==> src/rtl/dec_check_if.sv <==
// Bus between the decrypt-result checker and its controller / dec_memory:
// start pulse, RAM read path and the pass/fail result outputs.
interface dec_check_if;
    logic       start;
    logic [7:0] data_from_dec_mem;
    logic [7:0] addr_to_dec_mem;
    logic       task_on;
    logic       fin_strobe;
    logic       result_ready;
    logic       msg_ok;
    logic [7:0] bad_index;

    modport slave (
        input  start,
        input  data_from_dec_mem,
        output addr_to_dec_mem,
        output task_on,
        output fin_strobe,
        output result_ready,
        output msg_ok,
        output bad_index
    );

    modport master (
        output start,
        output data_from_dec_mem,
        input  addr_to_dec_mem,
        input  task_on,
        input  fin_strobe,
        input  result_ready,
        input  msg_ok,
        input  bad_index
    );
endinterface

==> src/rtl/dec_check.sv <==
// Reads the decrypted message back from dec_memory and judges it plausible
// when every byte is lowercase ASCII or space; reports the first bad index.
module dec_check #(
    parameter int MSG_LEN = 32
) (
    input  logic        clk,
    input  logic        rst,
    dec_check_if.slave  bus
);

    typedef enum logic [2:0] {
        IDLE  = 3'd0,
        READ  = 3'd1,
        WAIT  = 3'd2,
        CHECK = 3'd3,
        DONE  = 3'd4
    } state_t;

    // Termination index; MSG_LEN=256 ends at 255 so idx never wraps.
    localparam logic [7:0] LAST_IDX = 8'(MSG_LEN - 1);

    state_t     state_r, state_s;
    logic [7:0] idx_r, idx_s;
    logic [7:0] addr_r, addr_s;
    logic [7:0] bad_r, bad_s;
    logic       task_on_r, task_on_s;
    logic       fin_r, fin_s;
    logic       ready_r, ready_s;
    logic       ok_r, ok_s;

    function automatic logic is_legal(input logic [7:0] b);
        return (b == 8'h20) || ((b >= 8'h61) && (b <= 8'h7A));
    endfunction

    // Next-state and next-output computation; results hold unless updated.
    always_comb begin
        state_s = state_r;
        idx_s   = idx_r;
        addr_s  = addr_r;
        bad_s   = bad_r;
        ok_s    = ok_r;
        ready_s = ready_r;
        fin_s   = 1'b0;
        case (state_r)
            IDLE: begin
                if (bus.start) begin
                    state_s = READ;
                    idx_s   = 8'd0;
                    addr_s  = 8'd0;
                    ready_s = 1'b0;
                    ok_s    = 1'b0;
                    bad_s   = 8'd0;
                end else begin
                    state_s = IDLE;
                end
            end
            READ:  state_s = WAIT;
            WAIT:  state_s = CHECK;
            CHECK: begin
                if (!is_legal(bus.data_from_dec_mem)) begin
                    state_s = DONE;
                    ok_s    = 1'b0;
                    bad_s   = idx_r;
                    ready_s = 1'b1;
                    fin_s   = 1'b1;
                end else if (idx_r == LAST_IDX) begin
                    state_s = DONE;
                    ok_s    = 1'b1;
                    bad_s   = 8'd0;
                    ready_s = 1'b1;
                    fin_s   = 1'b1;
                end else begin
                    state_s = READ;
                    idx_s   = idx_r + 8'd1;
                    addr_s  = idx_r + 8'd1;
                end
            end
            DONE:    state_s = IDLE;
            default: state_s = IDLE;
        endcase
        task_on_s = (state_s != IDLE);
    end

    // State and output registers with synchronous reset.
    always_ff @(posedge clk) begin
        if (rst) begin
            state_r   <= IDLE;
            idx_r     <= 8'd0;
            addr_r    <= 8'd0;
            bad_r     <= 8'd0;
            task_on_r <= 1'b0;
            fin_r     <= 1'b0;
            ready_r   <= 1'b0;
            ok_r      <= 1'b0;
        end else begin
            state_r   <= state_s;
            idx_r     <= idx_s;
            addr_r    <= addr_s;
            bad_r     <= bad_s;
            task_on_r <= task_on_s;
            fin_r     <= fin_s;
            ready_r   <= ready_s;
            ok_r      <= ok_s;
        end
    end

    assign bus.addr_to_dec_mem = addr_r;
    assign bus.task_on         = task_on_r;
    assign bus.fin_strobe      = fin_r;
    assign bus.result_ready    = ready_r;
    assign bus.msg_ok          = ok_r;
    assign bus.bad_index       = bad_r;

endmodule
==> src/flat_wrapper.sv <==
// flat-port wrapper written by rule: the top's interface ports become plain ports
module dec_check_flat 
#(
    parameter int MSG_LEN = 32
)
  (clk, rst, bus_start, bus_data_from_dec_mem, bus_addr_to_dec_mem, bus_task_on, bus_fin_strobe, bus_result_ready, bus_msg_ok, bus_bad_index);
  dec_check_if bus_i ();
  input  logic clk;
  input  logic rst;
  input wire logic [$bits(bus_i.start)-1:0] bus_start;
  input wire logic [$bits(bus_i.data_from_dec_mem)-1:0] bus_data_from_dec_mem;
  output wire logic [$bits(bus_i.addr_to_dec_mem)-1:0] bus_addr_to_dec_mem;
  output wire logic [$bits(bus_i.task_on)-1:0] bus_task_on;
  output wire logic [$bits(bus_i.fin_strobe)-1:0] bus_fin_strobe;
  output wire logic [$bits(bus_i.result_ready)-1:0] bus_result_ready;
  output wire logic [$bits(bus_i.msg_ok)-1:0] bus_msg_ok;
  output wire logic [$bits(bus_i.bad_index)-1:0] bus_bad_index;
  assign bus_i.start = bus_start;
  assign bus_i.data_from_dec_mem = bus_data_from_dec_mem;
  assign bus_addr_to_dec_mem = bus_i.addr_to_dec_mem;
  assign bus_task_on = bus_i.task_on;
  assign bus_fin_strobe = bus_i.fin_strobe;
  assign bus_result_ready = bus_i.result_ready;
  assign bus_msg_ok = bus_i.msg_ok;
  assign bus_bad_index = bus_i.bad_index;
  dec_check #(.MSG_LEN(MSG_LEN)) u_core (.clk(clk), .rst(rst), .bus(bus_i));
endmodule
==> config.mk <==
export PLATFORM = sky130hd
export DESIGN_NAME = dec_check_flat
export DESIGN_NICKNAME = d
export VERILOG_FILES = /design/src/rtl/dec_check_if.sv /design/src/rtl/dec_check.sv /design/src/flat_wrapper.sv
export SDC_FILE = /design/constraint.sdc
export NUM_CORES = 1
export LEC_CHECK = 0
export BUFFER_PORTS_ARGS = -buffer_cell sky130_fd_sc_hd__buf_2
export CAP_MARGIN = 10
export CORE_MARGIN = 2
export CORE_UTILIZATION = 45
export DETAILED_ROUTE_END_ITERATION = 7
export PLACE_DENSITY = 0.74
export SYNTH_ARGS = -nofsm -noshare
export SYNTH_HDL_FRONTEND = slang
export SYNTH_SLANG_ARGS = --single-unit
==> constraint.sdc <==
create_clock -name clk -period 5.8 [get_ports clk]
set_input_delay 1.16 -clock clk [delete_from_list [all_inputs] [get_ports clk]]
set_output_delay 1.16 -clock clk [all_outputs]
set_load 0.02 [all_outputs]
==> reports/qor.txt <==
largest net degree at the start of global routing - 14
reg-to-reg setup timing slack - 3.68 ns
total track usage - 0.1735
# DRC - 0
Cell Area, Synth - 999.7 um2
Detail Route Antenna Nets - 0
initial antenna violation count - 0
ratio of cells with drive above 1 in the final layout - 0.3409
initial core utilization - 0.4653
ANT cells - 0
Mapped Cells - 102
Clk pin slew, worst setup/hold paths - 0.12 ns
Max Clk Rate - 353.6 MHz
cell with the most instances after synthesis - dfxtp_1
CTS tree - built
peak supply drop - 171.2 uV
Max Cap Viol - 0
register area share after synthesis - 0.4606
cts hold-fix bufs - 0
Worst slew margin - 0.6701
nets@finish - 145
Critical Path Start Type - input port
Period minus WS final - 2.828 ns
Avg WL per Cell - 12.83 um
Synth top cells by count - dfxtp_1 (23), a21oi_1 (9), a22o_1 (8)
period utilization - 0.4877
clock buffer count from CTS - 3
worst path arrival time - 3.08 ns
Rows - 17
top area cells in the synthesized netlist - dfxtp_1 (46%), a22o_1 (7.0%), a21oi_1 (4.5%), o31ai_1 (3.8%), or4_1 (3.0%)
drt first pass iters - 4
deepest clock path buffer count - 2
Post-Syn Area per Cell - 9.801 um2
IO Port Bufs - 30
PD cells - 220.3 nW/um2
GPL Wtd Cong - 0.8608
I/O pins - 31
Netlist cell types - 36
# setup viols final - 0
Synth top area share - 0.4606
status - completed
die footprint - 2615 um2
vias - 905
Layout fillers - 205
Worst Hold Class - flip-flop to flip-flop
EDFF count, synth - 0
die height - 51.14 um
DP HPWL - 1.550 mm
setup TNS - 0 ns
Die X-Extent - 51.14 um
Via density - 5.656
max-slew violations - 0
clock root buffer master - clkbuf_4
crit end category - flip-flop
drt initial violations - 19
yosys warns - 0
routed wire length - 2.053 mm
Syn Nets - 114
Layout Area Growth over Synthesis - 18.90%
Lkg Pwr - 0.4897 nW
ys flop type - dfxtp_1
first-pass GRT wire length - 3.491 mm
clk_lat worst skew - 0.31 ns
critical path data required time - 6.05 ns
gr ovfl total - 0
Async SR Flop Fraction - 0
Std-Cell Core Area - 2148 um2
slew at the pin closest to its max-slew limit - 0.4879 ns
CP Max Fanout - 11
leading area contributor after synthesis - dfxtp_1
H-tree lvl count - 1
RSZ-0062 raised after global routing - no
fin util - 0.5533
critical path type - input port to flip-flop
vias in the first global route - 825
Post-CTS Resized - 0
clock skew - 0.005377 ns
Clock Sinks - 23
worst hold slack - 0.4906 ns
postcts setup bufs - 0
synthesized flop and latch total - 23
Hold Violations, Final - 0
==> area by class of cell <==
cell class	instances	area, um2	area share
Clock inverter	1	5.005	0.004211
Tap cell	28	35.03	0.02947
Sequential cell	23	460.4	0.3874
Inverter	1	3.754	0.003158
Multi-Input combinational cell	74	511.7	0.4305
Clock buffer	3	22.52	0.01895
Timing Repair Buffer	30	150.1	0.1263
==> worst paths after layout <==
path,startpoint,end,cells after the start
worst max-delay path,bus_data_from_dec_mem[1],u_core.idx_r[4],6
worst min-delay path,u_core.bus.bad_index[0],u_core.bus.bad_index[0],1
worst max register to register,u_core.idx_r[0],u_core.bus.msg_ok,6
worst min register to register,u_core.bus.bad_index[0],u_core.bus.bad_index[0],1
==> power by group <==
part / switching [W] / internal (W) / total (W) / leakage [nW]
clock network: 0.0000461 / 0.0000258 / 0.0000718 / 0.0177
logic: 0.0000156 / 0.0000106 / 0.0000263 / 0.286
registers: 0.00000281 / 0.000161 / 0.000164 / 0.186
total: 0.0000645 / 0.000197 / 0.000262 / 0.490
==> critical path: stages <==
cell and delay (ns):
buf_2 0.11, or4_4 0.54, a221oi_4 0.33, o2111ai_2 0.32, or4_1 0.47, a21oi_1 0.14
==> per-stage QoR <==
| step | power [W] | area, um2 | std cells | worst slack (ns) |
|---|---|---|---|---|
| floorplan | 0.0001849 | 999.7 | 102 | 2.932 |
| global placement | 0.0001926 | 1161 | 156 | 2.679 |
| detailed placement | 0.0001934 | 1161 | 156 | 2.638 |
| CTS | 0.0002642 | 1189 | 160 | 2.974 |
| global route | 0.0002739 | 1189 | 160 | 2.906 |
| finish | 0.0002618 | 1189 | 160 | 2.972 |
==> cells by family after synthesis <==
group                    after synthesis  synth area share
buffers and inverters                  5           0.02752
flip-flops                            23            0.4606
XOR/XNOR                               1          0.008763
AND/OR/NAND/NOR                       40            0.2416
adder cells (fa/ha/maj)                1           0.01251
AO/OA/AOI/OAI                         32            0.2491
==> routing by layer <==
layer	GRT usage	vias to the layer above	part of all wire
li1	-	449	-
met1	0.2143	429	0.45
met2	0.2900	25	0.49
met3	0.05263	2	0.049
met4	0.04955	0	0.0068
met5	0	-	0
==> sequential cells by signal, summed over array words and instances (netlist names) <==
register and cells:
u_core.bus.fin_strobe 1, u_core.bus.result_ready 1, u_core.bus.task_on 1, u_core.bus.bad_index 8, u_core.idx_r 8, u_core.bus.msg_ok 1, u_core.state_r 3
==> placed cells by master, fill, tap and decap left out <==
cell type,n
a21oi_2,1
nor2_1,4
or3_1,2
xnor2_1,1
or4_4,1
nand4_1,1
nand3b_1,1
nor4b_1,2
and2b_2,1
a21oi_1,9
nor3_1,4
or2_2,1
and2_1,3
dfxtp_1,23
o31ai_1,5
nand3_1,4
or2b_2,1
o2111ai_2,1
a2bb2o_1,1
a22o_1,8
buf_2,30
or4_2,1
ha_1,1
nand2_1,6
nand2b_1,1
nor2b_1,1
o21ai_0,4
and3_2,2
o21ai_2,1
o211ai_1,1
or4_1,4
clkbuf_4,3
inv_1,1
clkinv_2,1
a221oi_4,1
Power figures use the tool's default switching activity.
